[config.mk]
export PLATFORM = sky130hd
export DESIGN_NAME = systolic_ctrl
export DESIGN_NICKNAME = d
export VERILOG_FILES = /design/src/rtl/systolic_ctrl.sv
export SDC_FILE = /design/constraint.sdc
export NUM_CORES = 1
export LEC_CHECK = 0
export ABC_AREA = 1
export CORE_UTILIZATION = 51
export CTS_CLUSTER_DIAMETER = 60
export DETAILED_ROUTE_END_ITERATION = 8
export GPL_TIMING_DRIVEN = 0
export MAX_ROUTING_LAYER = met4
export PLACE_DENSITY = 0.78
export REMOVE_ABC_BUFFERS = 1
export SLEW_MARGIN = 20
export SYNTH_ARGS = -nofsm -noshare
export SYNTH_HDL_FRONTEND = slang
export SYNTH_SLANG_ARGS = --single-unit
[constraint.sdc]
create_clock -name clk -period 3.1 [get_ports clk]
set_clock_uncertainty 0.1 [all_clocks]
set_input_delay 0.775 -clock clk [delete_from_list [all_inputs] [get_ports clk]]
set_output_delay 0.775 -clock clk [all_outputs]
set_load 0.005 [all_outputs]
[src/rtl/systolic_ctrl.sv]
// -----------------------------------------------------------------------------
// systolic_ctrl
//
// Sequencer for an N x N systolic matrix-multiply array. One accepted start
// runs a single pass:
//   IDLE -> CLEAR (1) -> FEED (K+N-1) -> DRAIN (N+2) -> RESULT (N) -> DONE (1)
// During FEED the A/B operand buffers are read at addresses 0..K-1. lane_en
// applies the diagonal input skew so that lane i sees valid operands i cycles
// after lane 0. DRAIN waits for the last partial sums to leave the array.
// RESULT strobes one result row per cycle.
//
// Handshake: start is a level that is sampled only in IDLE. A start with
// k_len=0 is rejected with a one-cycle err pulse. A start seen in any other
// state is ignored. abort is sampled every cycle. In any non-IDLE state it
// returns the FSM to IDLE on the next edge.
//
// Every output comes straight from a flop. The flops are loaded from the
// next-state values, so each output lines up with the state it describes.
//
// Ports:
//   clk        in   clock, rising edge
//   rst        in   synchronous active-high reset
//   start      in   request one matrix pass (sampled in IDLE)
//   k_len      in   inner dimension K, latched on accepted start (>64 -> 64)
//   abort      in   cancel the current pass
//   busy       out  high in every state except IDLE
//   done       out  one-cycle pulse at the end of a completed pass
//   err        out  one-cycle pulse when a start is rejected (k_len = 0)
//   arr_clr    out  reset for every processing element
//   a_rd_en    out  A operand buffer read strobe
//   b_rd_en    out  B operand buffer read strobe
//   a_rd_addr  out  A operand buffer read address
//   b_rd_addr  out  B operand buffer read address
//   lane_en    out  per-lane operand-valid mask (input skew)
//   res_valid  out  result row capture strobe
//   res_idx    out  index of the result row being captured
//   dbg_state  out  current FSM state encoding, for observation
// -----------------------------------------------------------------------------
module systolic_ctrl #(
    parameter int N      = 4,
    parameter int ADDR_W = 8,
    parameter int KLEN_W = 7
) (
    input  logic                 clk,
    input  logic                 rst,
    input  logic                 start,
    input  logic [KLEN_W-1:0]    k_len,
    input  logic                 abort,
    output logic                 busy,
    output logic                 done,
    output logic                 err,
    output logic                 arr_clr,
    output logic                 a_rd_en,
    output logic                 b_rd_en,
    output logic [ADDR_W-1:0]    a_rd_addr,
    output logic [ADDR_W-1:0]    b_rd_addr,
    output logic [N-1:0]         lane_en,
    output logic                 res_valid,
    output logic [$clog2(N)-1:0] res_idx,
    output logic [2:0]           dbg_state
);

    // The counter is one bit wider than k_len. K+N-2 therefore fits at
    // K=64, N=16, and the counter never wraps inside a pass.
    localparam int CW    = KLEN_W + 1;
    localparam int IDX_W = $clog2(N);
    localparam int K_MAX = 64;

    typedef enum logic [2:0] {
        IDLE   = 3'd0,
        CLEAR  = 3'd1,
        FEED   = 3'd2,
        DRAIN  = 3'd3,
        RESULT = 3'd4,
        DONE   = 3'd5
    } state_t;

    state_t state_q, state_d;

    logic [CW-1:0]     cnt_q, cnt_d;   // phase counter: feed t / drain / result row
    logic [CW-1:0]     k_q, k_d;       // latched, saturated inner dimension

    logic              busy_q, busy_d;
    logic              done_q, done_d;
    logic              err_q, err_d;
    logic              clr_q, clr_d;
    logic              rd_q, rd_d;
    logic [ADDR_W-1:0] addr_q, addr_d;
    logic [N-1:0]      lane_q, lane_d;
    logic              rv_q, rv_d;
    logic [IDX_W-1:0]  idx_q, idx_d;

    logic [CW-1:0]     k_in;
    logic [CW-1:0]     k_sat;
    logic [CW-1:0]     feed_last;
    logic              feed_d;

    assign k_in      = {1'b0, k_len};
    assign k_sat     = (k_in > CW'(K_MAX)) ? CW'(K_MAX) : k_in;
    assign feed_last = k_q + CW'(N - 2);

    // Next-state and counter logic.
    always_comb begin
        state_d = state_q;
        cnt_d   = cnt_q;
        k_d     = k_q;
        err_d   = 1'b0;
        clr_d   = 1'b0;

        case (state_q)
            IDLE: begin
                if (start) begin
                    if (k_len == '0) begin
                        err_d = 1'b1;
                    end else if (abort) begin
                        // The pass is cancelled before it begins. The array
                        // still gets a clear pulse so that it is left clean.
                        clr_d = 1'b1;
                    end else begin
                        k_d     = k_sat;
                        cnt_d   = '0;
                        state_d = CLEAR;
                    end
                end
            end
            CLEAR: begin
                cnt_d   = '0;
                state_d = FEED;
            end
            FEED: begin
                if (cnt_q == feed_last) begin
                    cnt_d   = '0;
                    state_d = DRAIN;
                end else begin
                    cnt_d = cnt_q + 1'b1;
                end
            end
            DRAIN: begin
                if (cnt_q == CW'(N + 1)) begin
                    cnt_d   = '0;
                    state_d = RESULT;
                end else begin
                    cnt_d = cnt_q + 1'b1;
                end
            end
            RESULT: begin
                if (cnt_q == CW'(N - 1)) begin
                    cnt_d   = '0;
                    state_d = DONE;
                end else begin
                    cnt_d = cnt_q + 1'b1;
                end
            end
            DONE: begin
                cnt_d   = '0;
                state_d = IDLE;
            end
            default: begin
                cnt_d   = '0;
                state_d = IDLE;
            end
        endcase

        // abort wins over every transition out of a busy state.
        if (state_q != IDLE && abort) begin
            cnt_d   = '0;
            state_d = IDLE;
        end
    end

    // Output values that match the state being entered.
    always_comb begin
        feed_d = (state_d == FEED);
        busy_d = (state_d != IDLE);
        done_d = (state_d == DONE);
        rd_d   = feed_d && (cnt_d < k_d);
        // The address holds its last value once the read window closes.
        addr_d = rd_d ? ADDR_W'(cnt_d) : addr_q;
        rv_d   = (state_d == RESULT);
        idx_d  = rv_d ? cnt_d[IDX_W-1:0] : '0;
        lane_d = '0;
        for (int i = 0; i < N; i++) begin
            lane_d[i] = feed_d && (cnt_d >= CW'(i)) && ((cnt_d - CW'(i)) < k_d);
        end
    end

    always_ff @(posedge clk) begin
        if (rst) begin
            state_q <= IDLE;
            cnt_q   <= '0;
            k_q     <= '0;
            busy_q  <= 1'b0;
            done_q  <= 1'b0;
            err_q   <= 1'b0;
            clr_q   <= 1'b1;   // hold the array in reset during rst
            rd_q    <= 1'b0;
            addr_q  <= '0;
            lane_q  <= '0;
            rv_q    <= 1'b0;
            idx_q   <= '0;
        end else begin
            state_q <= state_d;
            cnt_q   <= cnt_d;
            k_q     <= k_d;
            busy_q  <= busy_d;
            done_q  <= done_d;
            err_q   <= err_d;
            clr_q   <= clr_d || (state_d == CLEAR);
            rd_q    <= rd_d;
            addr_q  <= addr_d;
            lane_q  <= lane_d;
            rv_q    <= rv_d;
            idx_q   <= idx_d;
        end
    end

    assign busy      = busy_q;
    assign done      = done_q;
    assign err       = err_q;
    assign arr_clr   = clr_q;
    assign a_rd_en   = rd_q;
    assign b_rd_en   = rd_q;
    assign a_rd_addr = addr_q;
    assign b_rd_addr = addr_q;
    assign lane_en   = lane_q;
    assign res_valid = rv_q;
    assign res_idx   = idx_q;
    assign dbg_state = state_q;

endmodule

* After elaboration in Yosys (flattened, before gate mapping)
Cells that the tools add are included.
** Word-level totals
- Register bits :: 39
** Cells by class
- Add/sub/neg operators :: 5
- Magnitude comparators :: 9
- Equal/unequal tests :: 11
- Multiplexer cells :: 26
- Bitwise logic cells :: 3
- Reductions and logical operators :: 17
** Operators with widths (count)
- $mux 8 :: 11
- $lt 8x8->1 :: 4
- $pmux 8 s4 :: 1
- $mux 3 :: 7
- $ge 8x1->1 const B :: 2
- $ge 8x2->1 const B :: 2
- $sub 8x2->8 const B :: 2
- $pmux 3 s5 :: 1
- $logic_and 1x1->1 :: 10
- $eq 3x2->1 const B :: 3
- $eq 3x3->1 const B :: 3
- $add 8x1->8 const B :: 1
- $add 8x2->8 const B :: 1
- $eq 8x2->1 const B :: 1
- $eq 8x3->1 const B :: 1
- $eq 8x8->1 :: 1
- $sub 8x1->8 const B :: 1
- $gt 7x7->1 const B :: 1
- $logic_not 7->1 :: 1
- $mux 7 :: 1
- $eq 3x1->1 const B :: 2
- $reduce_bool 3->1 :: 2
- $mux 1 :: 5
- $logic_not 3->1 :: 1
- other kinds (4) :: 6

* Depth between registers and ports, before layout
Gate-level depths: netlist of the first run.
- Depth after elaboration :: 8
- Depth in mapped cells :: 29
- Gate-level depth less buffers :: 29

* Worst setup path before layout of the first run
OpenSTA, ideal clock, no wires.
- Path kind :: input -> register
- Start point :: in k_len[5]
- End point :: reg lane_q[1] (netlist: lane_en[1])
- Setup time :: 64 ps
- Arrival time :: 3171 ps
- Data required time :: 2936 ps
- Setup slack :: -235 ps
- Stages :: 19
- Path buffers :: 0
- Cell sequence :: nor2_1 -> nand4_1 -> nor2_2 -> o21ai_2 -> o21ai_1 -> nand2_1 -> ha_1 -> nand2_1 -> nand2_1 -> nor3_1 -> xor2_1 -> ha_1 -> nand2_1 -> inv_1 -> nand3_1 -> nand3_1 -> a211oi_1 -> nand2_1 -> nor2_1
** Between the ends
- Word-level cells in the longest chain between the ends :: 8
** Ends and longest elaborated chain
- start, declared :: line 47 : input logic [KLEN_W-1:0] k_len,
- $logic_not 7->1 / $gt 7x7->1 (equally long branches) :: line 113, 99
- $mux 8 (tied with other cells) :: line 113 : if (k_len == '0) begin
- $mux 8 (tied with other cells) :: line 112 : if (start) begin
- $pmux 8 s4 (tied with other cells) :: line 110 : case (state_q)
- $mux 8 (tied with other cells) :: line 165 : if (state_q != IDLE && abort) begin
- $sub 8x1->8 (tied with other cells) :: line 183 : lane_d[i] = feed_d && (cnt_d >= CW'(i)) && ((cnt_d - CW'(i)) < k_d);
- $lt 8x8->1 / $logic_and 1x1->1 (equally long branches) :: line 183
- $logic_and 1x1->1 * :: line 183
- end signal, assigned :: line 211 : lane_q <= lane_d;
- end, declared :: line 89 : logic [N-1:0] lane_q, lane_d;
Mark *: on every way between the ends. The rest lies on a longest branch, timed or not.
A chain may end at the register's enable or synchronous reset.

* Worst setup path in the final report of the first run
- Start point :: reg k_q[2]
- End point :: reg lane_q[1] (netlist: lane_en[1])
** Between the ends
- Word-level cells in the longest chain between the ends :: 8
** Ends and longest elaborated chain
- start, declared :: line 81 : logic [CW-1:0] k_q, k_d;
- start signal, assigned :: line 204 : k_q <= k_d;
- $add 8x2->8 :: line 100 : assign feed_last = k_q + CW'(N - 2);
- $eq 8x8->1 :: line 131 : if (cnt_q == feed_last) begin
- $mux 8 / $mux 3 (equally long branches) :: line 131
- $pmux 8 s4 / $pmux 3 s5 (equally long branches) :: line 110
- $mux 8 / $mux 3 (equally long branches) :: line 165
- $sub 8x1->8 (tied with other cells) :: line 183
- $lt 8x8->1 / $logic_and 1x1->1 (equally long branches) :: line 183
- $logic_and 1x1->1 * :: line 183
Marks and branches as above.

==> metrics, run 1 <==
slowest stage cell, crit path=dfxtp_4; Syn-to-layout area delta=55.23%; Placer Congestion=roughly 0.9; Slew @ Worst Pin=between 800 and 900 ps; via/cell ratio=slightly below 6; # Max-Cap Violations=0; IR drop worst, VDD=0.0003068 V; post-route ant nets=0; Initial DRC Count=439; DR DRC count=0; FF+latch area=around 770 sq um; clock root buffer=clkbuf_8; first-pass GRT wire length=between 15,000 and 20,000 microns; Setup TNS=-3550 ps; TritonCTS clock tree=yes; vias post-DR=a little under 4k; remaining global-route overflow=0; DIE HEIGHT=approximately 80 microns; reg2reg setup slack=-490 ps; Met1 Wirelength=4642 microns; Max Fclk=approximately 0.28 GHz; IO Port Bufs=42; average size of a mapped cell=around 6.9 sq um; static leakage=2.302 nW; final WL=~13,000 microns; Mapped Area=~3200 sq um; share of cells above drive strength 1=between 30% and 40%; Post-synth top cells=96 x nand2_1, 54 x nor2_1, 53 x inv_1, 38 x dfxtp_1, 38 x ha_1; # hold bufs at CTS=0; IO Pins=between 40 and 50; share of synthesized flip-flops with an asynchronous set or reset=0%; delay-heaviest family, CP=simple AND/OR/NAND/NOR gates; post-synthesis simple-gate area fraction=33.05%; Rel. slew slack=between 40% and 50%; Hold Vio Cnt, Final=0; area leader, netlist=dfxtp_1; leading cell types by total area after synthesis=dfxtp_1 24%, ha_1 15%, nand2_1 11%; Top Metal Used=met4; number of diodes=0; Die X=81.25 microns; footprint of the multi-input gates=between 2000 and 3000 sq um; slowest stage delay, CP=about 370 ps; Fin Hold WS=around 440 ps; FF-to-FF End=lane_en[1]$_SDFF_PP0_; Synth Area in Adders=~15%; met2 routed WL=~6400 microns; Crit path depth=26; overall routing resource usage=between 30% and 40%; Filler cells=roughly 280; post-synthesis mux area share=0%; CTS Buf Count=5; drt pass-1 iters=6; worst hold path type=flip-flop to flip-flop; die area=approximately 6600 sq um; ratio of final minimum period to clock period=115.7%; cell area power density=around 290 nW/um^2; setup slack after layout=-487.6 ps; Post-synth EDFFs=0; largest family of logic cells by synthesized area=simple AND/OR/NAND/NOR gates; Hold Path Cell Cnt=2; failing checks=setup timing; nets=between 600 and 700; Worst Hold Path EP=a_rd_addr[5]$_SDFFE_PP0P_; Ys Warns=0; starting density of the core=a little over half; Hold Path Origin=a_rd_addr[5]$_SDFFE_PP0P_; Synth top area share=a little under a quarter; unrepaired setup endpoints after global routing=yes; largest net degree at the start of global routing=22; Synth Flop Type=dfxtp_1; crit start category=flip-flop; CP required=3240 ps; Synth cell types=36; clk slew on worst S/H paths=approximately 90 ps; Critical Path End Type=flip-flop; WL/cell=about 20 microns; vias in the first global route=between 3k and 4k; Post-Synth XOR/XNOR Area=6.289%; max-slew violation count=0; Clock Path Buffers=2; Finish-stage setup viols=12; count leader, synth=nand2_1; maximum fanout along the worst path=6; initial antenna violation count=0; reg2reg start=k_q[2]$_SDFF_PP0_; crit path kind=flip-flop to flip-flop; H-Tree Depth=2; Clock Latency Late Sink=300 ps; Core Box Area=about 6000 sq um; FF+latch count, synth=38; complex-gate fraction of the synthesized area=between 10 and 15%; clock sink count=38; met3 routed WL=1078 microns; sequential share of the synthesized area=about a quarter; CP bufs+invs=3; min cycle time layout=around 3600 ps; Synth Instances=~460; status=finished with violations; HPWL after detailed placement=about 6000 microns; Site Rows=28; R2R depth=26; CP Data Arrival Time=3730 ps
==> registers in the layout, summed over array words and instances (netlist names), 2 cells and up <==
signal	flops
a_rd_addr	8
cnt_q	8
dbg_state	3
k_q	8
lane_en	4
res_idx	2
==> per-stage QoR <==
stage          setup slack, ps  instance area, sq um  power (W)  util (%)  std cells
3_5_place_dp             -1320                  3611  0.0007390     60.28        563
5_1_grt                 -634.4                  4972   0.001458     83.00        651
6_report                -487.6                  4972   0.001417     83.00        651
3_3_place_gp             -1203                  3611  0.0007321     60.28        563
2_1_floorplan           -244.3                  3097  0.0006613         -        446
4_1_cts                 -280.2                  4715   0.001359     78.70        637
==> kinds of logic (layout without fill, tap and decap cells) <==
kind of cell | count (synthesis) | count (layout)
and+or+nand+nor | 224 | 225
buffers and inverters | 83 | 197
AOI/OAI and AO/OA | 55 | 55
adders and majority gates | 38 | 38
DFF | 38 | 38
xor gates and xnor gates | 23 | 23
==> timing repair <==
| action | in CTS | in global routing |
|---|---|---|
| setup buffers | 66 | 15 |
| pin swaps | 63 | 34 |
| resized for setup | 102 | 46 |
| gates cloned | 3 | 0 |
| endpoints found under the setup margin | 12 | 12 |
==> final cells by class <==
type / instances / area share (%)
clock inverter: 2 / 1.208
tap: 75 / 1.887
clock buffer: 6 / 1.661
timing repair buffer: 121 / 22.82
inverter: 68 / 5.284
sequential: 38 / 15.50
multi-input combinational: 341 / 51.64
==> how the worst max path moves through the flow <==
| stage | from | endpoint | slack (ps) |
|---|---|---|---|
| final | k_q[2]$_SDFF_PP0_ | lane_en[1]$_SDFF_PP0_ | -490 |
| after global routing | k_q[1]$_SDFF_PP0_ | lane_en[1]$_SDFF_PP0_ | -630 |
| after CTS | k_q[1]$_SDFF_PP0_ | lane_en[3]$_SDFF_PP0_ | -280 |
| after detailed placement | k_len[5] | lane_en[3]$_SDFF_PP0_ | -1320 |
| after global placement | k_len[5] | lane_en[1]$_SDFF_PP0_ | -1200 |
| after floorplan | k_len[5] | lane_en[1]$_SDFF_PP0_ | -240 |
==> layout by cell type, fill, tap and decap left out, types with 3 or more instances in the layout <==
cell type and n:
clkbuf_8 6, xor2_1 21, nand4_1 4, nor2_1 48, clkdlybuf4s15_1 3, nor2_2 7, nand3_1 21, nand2_1 78
inv_1 40, inv_4 3, nand2_4 16, ha_1 28, o21ai_0 5, nand2_2 17, nor2_4 10, o21ai_1 3
o21ai_4 4, inv_2 25, a21oi_2 14, buf_4 65, dfxtp_1 34, o21ai_2 7, a21oi_1 10, dlygate4sd2_1 4
clkdlybuf4s50_1 33, ha_4 9, buf_6 5, nand3_2 10, nor3_1 4, buf_12 5, nand3b_1 3
==> per-layer routing <==
metal,track usage [%],vias up
li1,-,1692
met1,39.13,1814
met4,18.21,0
met3,8.427,104
met2,61.76,257
met5,-,-
==> worst reg2reg max path: stages, from the launching register on <==
cell and delay [ps]:
dfxtp_4 370, ha_4 280, inv_2 40, nand2_2 70, nand2_2 60, nor2_4 110, nand3_2 100, nor2_4 120
nand2_2 70, nand2_4 70, nand2_4 90, nand2_1 110, o21ai_2 90, nand2_4 120, buf_4 130, ha_4 160
nand2_4 70, nor3_2 190, xor2_1 190, ha_1 270, nand2_2 80, inv_2 40, nand3_1 90, nand3_2 80
a211oi_2 250, nand2_1 80, nor2_1 100
==> power by group <==
group / internal, W / switching (W)
Combinational: 0.000156 / 0.000207
Sequential: 0.000498 / 0.0000136
Clock: 0.000344 / 0.000199
Total: 0.000998 / 0.000419
Note: power is estimated with default switching activity, not from simulation.
==> inputs of run 2 (changes only) <==
RECOVER_POWER = 25   (was unset)
SETUP_SLACK_MARGIN = 0.02   (was unset)
==> run 2 against run 1 <==
  * The run still ends with setup timing left
  * Clock-buffer cell count is the same
  * Utilization grew 0.79 points
  * Wire length grew 1.8%
  * Sequential share of layout area shrank 0.15 points
  * First-iteration DRC count grew 4.6%
  * Critical path depth grew 2
  * Final cell count grew 0.61%
  * Non-clock buffer count grew 3
  * Die area is the same
  * Register-to-register slack lost 140 ps
  * Clock power grew 0.9%
  * Combinational power grew 5%
  * Critical path type unchanged
  * Critical endpoint is now lane_en[3]$_SDFF_PP0_
==> metrics, run 2 (same netlist as run 1, synthesis figures left out) <==
status=finished with violations (unchanged); failing checks=setup timing (unchanged); ratio of final minimum period to clock period=120.3% (was 115.7%); CP Data Arrival Time=3860 ps (was 3730 ps); Clock Latency Late Sink=300 ps (about the same); share of cells above drive strength 1=40.86% (was 39.58%); IO Port Bufs=42 (unchanged); final instance area=5020 sq um (was 4972 sq um); Syn-to-layout area delta=56.72% (was 55.23%); remaining global-route overflow=0 (unchanged); drt pass-1 iters=5 (was 6); Placer Congestion=0.8925 (unchanged); initial antenna violation count=0 (unchanged); CP required=3230 ps (was 3240 ps); Filler cells=282 (was 279); static leakage=2.317 nW (was 2.302 nW); via/cell ratio=6.063 (was 5.940); Worst path most repeated cell=nand2_2; Critical Path End Type=flip-flop (unchanged); clk slew on worst S/H paths=90 ps (about the same); Rel. slew slack=38.57% (was 42.06%); clock sink count=38 (unchanged); Max Fclk=0.2681 GHz (was 0.2787 GHz); IO Pins=43 (unchanged); Die X=81.25 microns (unchanged); post-route ant nets=0 (unchanged); vias post-DR=3,971 (was 3,867); final WL=13,170 microns (was 12,940 microns); TritonCTS clock tree=yes (unchanged); Clock Path Buffers=2 (unchanged); largest net degree at the start of global routing=22 (unchanged); Finish-stage setup viols=12 (unchanged); CTS Buf Count=5 (unchanged); maximum fanout along the worst path=6 (unchanged); # hold bufs at CTS=0 (unchanged); die area=6602 sq um (unchanged); first-pass GRT wire length=17,160 microns (was 17,170 microns); Site Rows=28 (unchanged); IR drop worst, VDD=0.0003039 V (was 0.0003068 V); # Max-Cap Violations=0 (unchanged); vias in the first global route=3,599 (was 3,601); nets=628 (was 624); overall routing resource usage=36.16% (was 36.19%); worst hold path type=flip-flop to flip-flop (unchanged); WL/cell=20.11 microns (was 19.88 microns); Layout Cells excl Fill=655 (was 651); DIE HEIGHT=81.25 microns (unchanged); clock root buffer=clkbuf_8 (unchanged); cell area power density=286.6 nW/um^2 (was 285.0 nW/um^2); Setup TNS=-3363 ps (was -3550 ps); Core Box Area=5991 sq um (unchanged); unrepaired setup endpoints after global routing=yes (unchanged); crit path kind=flip-flop to flip-flop (unchanged); max-slew violation count=0 (unchanged); Hold Vio Cnt, Final=0 (unchanged); DP Area=3611 sq um (unchanged); DR DRC count=0 (unchanged); starting density of the core=53.47% (unchanged); number of diodes=0 (unchanged); Slew @ Worst Pin=918.6 ps (was 866.4 ps); slowest stage cell, crit path=dfxtp_4 (unchanged); pre-CTS setup slack=-1320 ps (unchanged); slowest stage delay, CP=370 ps (about the same); setup slack after layout=-629.9 ps (was -487.6 ps); HPWL after detailed placement=6011 microns (unchanged); commonest non-fill, non-tap cell in the layout=nand2_1 (unchanged); H-Tree Depth=2 (unchanged); placed cells=563 (unchanged); most frequent cells in the layout=78 x nand2_1, 68 x buf_4, 47 x nor2_1 (was 78 x nand2_1, 65 x buf_4, 48 x nor2_1); crit start category=flip-flop (unchanged); Initial DRC Count=459 (was 439); min cycle time layout=3730 ps (was 3588 ps)
run 2: cell count changes in the layout (fill, tap and decap cells not counted), sizes merged:
cell         previous run  this run
buf                    79        82
clkbuf                  8         9
dlygate4sd2             4         3
nand2                 113       114
run 2: power by group:
part           internal [W]  switching, W  total (W)
sequential         0.000498     0.0000135   0.000512
clock              0.000344      0.000203   0.000547
combinational      0.000164      0.000216   0.000380
run 2: final timing paths:
check	from	end	slack, ps	cells after the start
setup / recovery	k_q[2]$_SDFF_PP0_	lane_en[3]$_SDFF_PP0_	-630	28
setup reg to reg	k_q[2]$_SDFF_PP0_	lane_en[3]$_SDFF_PP0_	-630	28
hold reg to reg	a_rd_addr[4]$_SDFFE_PP0P_	a_rd_addr[4]$_SDFFE_PP0P_	430	2
hold / removal	a_rd_addr[4]$_SDFFE_PP0P_	a_rd_addr[4]$_SDFFE_PP0P_	430	2
run 2: what timing repair did:
item                                    in CTS  in global routing
buffers inserted                            66                 20
gates resized for setup                    103                 56
endpoints found under the hold margin        0                  0
pin swaps                                   63                 42
cloned                                       3                  1
endpoints found under the setup margin      12                 12
run 2: layer usage:
layer	track usage [%]	share of wire (%)	vias up
met5	-	0	-
met4	18.21	7.0	0
met3	8.427	9.0	110
met2	61.76	49	311
met1	39.06	35	1844
li1	-	-	1706
run 2: layout make-up:
type	count	area (sq um)	area share (%)
clock buffers	6	82.58	1.645
clock inverters	2	60.06	1.196
inverters	68	262.8	5.234
multi-input cells	342	2621	52.22
flip-flops and latches	38	770.7	15.35
well taps	75	93.84	1.869
repair buffers	124	1129	22.48
run 2: worst max-delay path, delay by kind of cell, from the launching register on:
family	cells	cell delay [ps]
AO/OA/AOI/OAI	2	360
XOR/XNOR	1	220
adder cells (fa/ha/maj)	3	740
buffers and inverters	4	230
flip-flops	1	370
AND/OR/NAND/NOR	18	1650
run 2: through the flow:
stage                     total power [W]  util (%)  hold slack (ps)
final                            0.001439     83.79            429.9
after global routing             0.001473     83.79            461.8
after CTS                        0.001360     78.74            411.9
after detailed placement        0.0007390     60.28            400.8
after global placement          0.0007321     60.28            394.7
after floorplan                 0.0006613         -            413.1
==> inputs of run 3 (changes only) <==
CAP_MARGIN = 20   (was unset)
CORE_MARGIN = 2   (was unset)
==> run 3 against run 2 <==
  * The flow still finishes with violations (setup timing)
  * Clock power shrank 5.5%
  * Combinational power shrank 19%
  * Sequential cell count is the same
  * Register-to-register slack gained 270 ps
  * Global-route usage shrank 5.3 points
==> metrics, run 3 (same netlist as run 1, synthesis figures left out) <==
starting density of the core=53.47% (unchanged); unrepaired setup endpoints after global routing=yes (unchanged); overall routing resource usage=30.86% (was 36.16%); Rel. slew slack=41.15% (was 38.57%); setup slack after layout=-363.5 ps (was -629.9 ps); clock root buffer=clkbuf_8 (unchanged); die area=6931 sq um (was 6602 sq um); nets=604 (was 628); slowest stage cell, crit path=dfxtp_1 (was dfxtp_4); failing checks=setup timing (unchanged); # Max-Cap Violations=0 (unchanged); largest net degree at the start of global routing=22 (unchanged); IO Pins=43 (unchanged); CP Cell Sequence=nand3_2 -> o21ai_2 -> nand2_1 -> nor2_2 -> nand2_1 -> nand2_2 -> nand2_4 -> nand2_2 -> o21ai_2 -> nand2_4 -> buf_12 -> ha_4 -> nand3_2 -> xor2_2 -> ha_1 -> a21oi_2 -> o211ai_1 -> nor2_1 -> nand2_1 -> nor2_1; Finish-stage setup viols=12 (unchanged); IO Port Bufs=42 (unchanged); DIE HEIGHT=83.25 microns (was 81.25 microns); HPWL after detailed placement=6088 microns (was 6011 microns); final WL=11,890 microns (was 13,170 microns); FF+latch area=767.0 sq um (was 770.7 sq um); Slew @ Worst Pin=879.9 ps (was 918.6 ps); post-route ant nets=0 (unchanged); commonest non-fill, non-tap cell in the layout=nand2_1 (unchanged); vias post-DR=3,670 (was 3,971); Initial DRC Count=341 (was 459); routing usage on met1=33.58% (was 39.06%); CTS Buf Count=5 (unchanged); crit start category=flip-flop (unchanged); Max Fclk=0.2887 GHz (was 0.2681 GHz); clk slew on worst S/H paths=90 ps (about the same); delay-heaviest family, CP=simple AND/OR/NAND/NOR gates (unchanged); first-pass GRT wire length=17,020 microns (was 17,160 microns); slowest stage delay, CP=480 ps (was 370 ps); remaining global-route overflow=0 (unchanged); met3 Use GR=5.368% (was 8.427%); ratio of final minimum period to clock period=111.7% (was 120.3%); footprint of the multi-input gates=2514 sq um (was 2621 sq um); initial antenna violation count=0 (unchanged); number of diodes=0 (unchanged); drt pass-1 iters=5 (unchanged); via/cell ratio=5.816 (was 6.063); Core Box Area=5991 sq um (unchanged); DR DRC count=0 (unchanged); clock sink count=38 (unchanged); vias in the first global route=3,629 (was 3,599); status=finished with violations (unchanged); TritonCTS clock tree=yes (unchanged); Placer Congestion=0.8879 (was 0.8925); Clock Path Buffers=2 (unchanged); cell area power density=282.3 nW/um^2 (was 286.6 nW/um^2); worst hold path type=flip-flop to flip-flop (unchanged); final instance area=4732 sq um (was 5020 sq um); IR drop worst, VDD=0.0002806 V (was 0.0003039 V); H-Tree Depth=2 (unchanged); grt peak-use layer=met2 (unchanged); min cycle time layout=3464 ps (was 3730 ps); CP required=3250 ps (was 3230 ps); Fin Hold WS=425.4 ps (was 429.9 ps); Clock Latency Late Sink=300 ps (about the same); most frequent cells in the layout=79 x nand2_1, 48 x buf_4, 47 x nor2_1 (was 78 x nand2_1, 68 x buf_4, 47 x nor2_1); Site Rows=28 (unchanged); Critical Path End Type=flip-flop (unchanged); Syn-to-layout area delta=47.73% (was 56.72%); share of cells above drive strength 1=37.23% (was 40.86%); Hold Vio Cnt, Final=0 (unchanged); met2 GRT Util=53.81% (was 61.76%); DP Area=3611 sq um (unchanged); Die X=83.25 microns (was 81.25 microns); maximum fanout along the worst path=6 (unchanged); static leakage=2.178 nW (was 2.317 nW); Worst path most repeated cell=nand2_1 (was nand2_2); CP bufs+invs=1 (was 4); WL/cell=18.84 microns (was 20.11 microns); crit path kind=flip-flop to flip-flop (unchanged); CP Data Arrival Time=3610 ps (was 3860 ps); max-slew violation count=0 (unchanged); Filler cells=328 (was 282)
[run 3: path summary, 6_finish.rpt]
check | startpoint | end | slack [ps] | depth (start not counted)
min reg2reg | a_rd_addr[4]$_SDFFE_PP0P_ | a_rd_addr[4]$_SDFFE_PP0P_ | 430 | 2
max | k_q[3]$_SDFF_PP0_ | lane_en[2]$_SDFF_PP0_ | -360 | 20
min | a_rd_addr[4]$_SDFFE_PP0P_ | a_rd_addr[4]$_SDFFE_PP0P_ | 430 | 2
max reg2reg | k_q[3]$_SDFF_PP0_ | lane_en[2]$_SDFF_PP0_ | -360 | 20
[run 3: through the flow]
stage	setup WS [ps]	TNS, ps	instances	total power [W]	utilization [%]
3_3_place_gp	-1193	-12580	563	0.0007320	60.28
2_1_floorplan	-244.3	-1424	446	0.0006613	-
3_5_place_dp	-1236	-12990	563	0.0007397	60.28
6_report	-363.5	-2944	631	0.001336	78.99
4_1_cts	-208.1	-376.6	619	0.001290	73.56
5_1_grt	-528.1	-4430	631	0.001373	78.99
[run 3: tightest hold or removal path: stages, from the launching register on]
cell and delay, ps:
dfxtp_1 340, a21oi_2 100, nor2_1 50
[run 3: layer usage]
metal  part of all wire [%]  vias up
met3                    6.5       73
met2                     52      209
li1                       -     1668
met5                      0        -
met4                    6.1        0
met1                     36     1720
[run 3: repair_timing]
item	in CTS	in global routing
gates resized for setup	77	53
setup endpoints to repair	12	12
buffers inserted	49	12
hold endpoints to repair	0	0
hold buffers	0	0
gates cloned	1	0
pin swaps	49	31
[run 3: where the power goes]
part           internal (W)  total (W)  switching (W)
registers          0.000499   0.000512      0.0000132
clock network      0.000323   0.000517       0.000194
logic              0.000127   0.000307       0.000180
total              0.000949    0.00134       0.000387
[run 3: layout make-up]
cell class / instances / area share, %
clock inverter: 3 / 1.454
inverter: 68 / 5.553
multi-input combinational: 340 / 53.12
sequential: 38 / 16.21
timing repair buffer: 102 / 20.23
tap: 75 / 1.983
clock buffer: 5 / 1.454
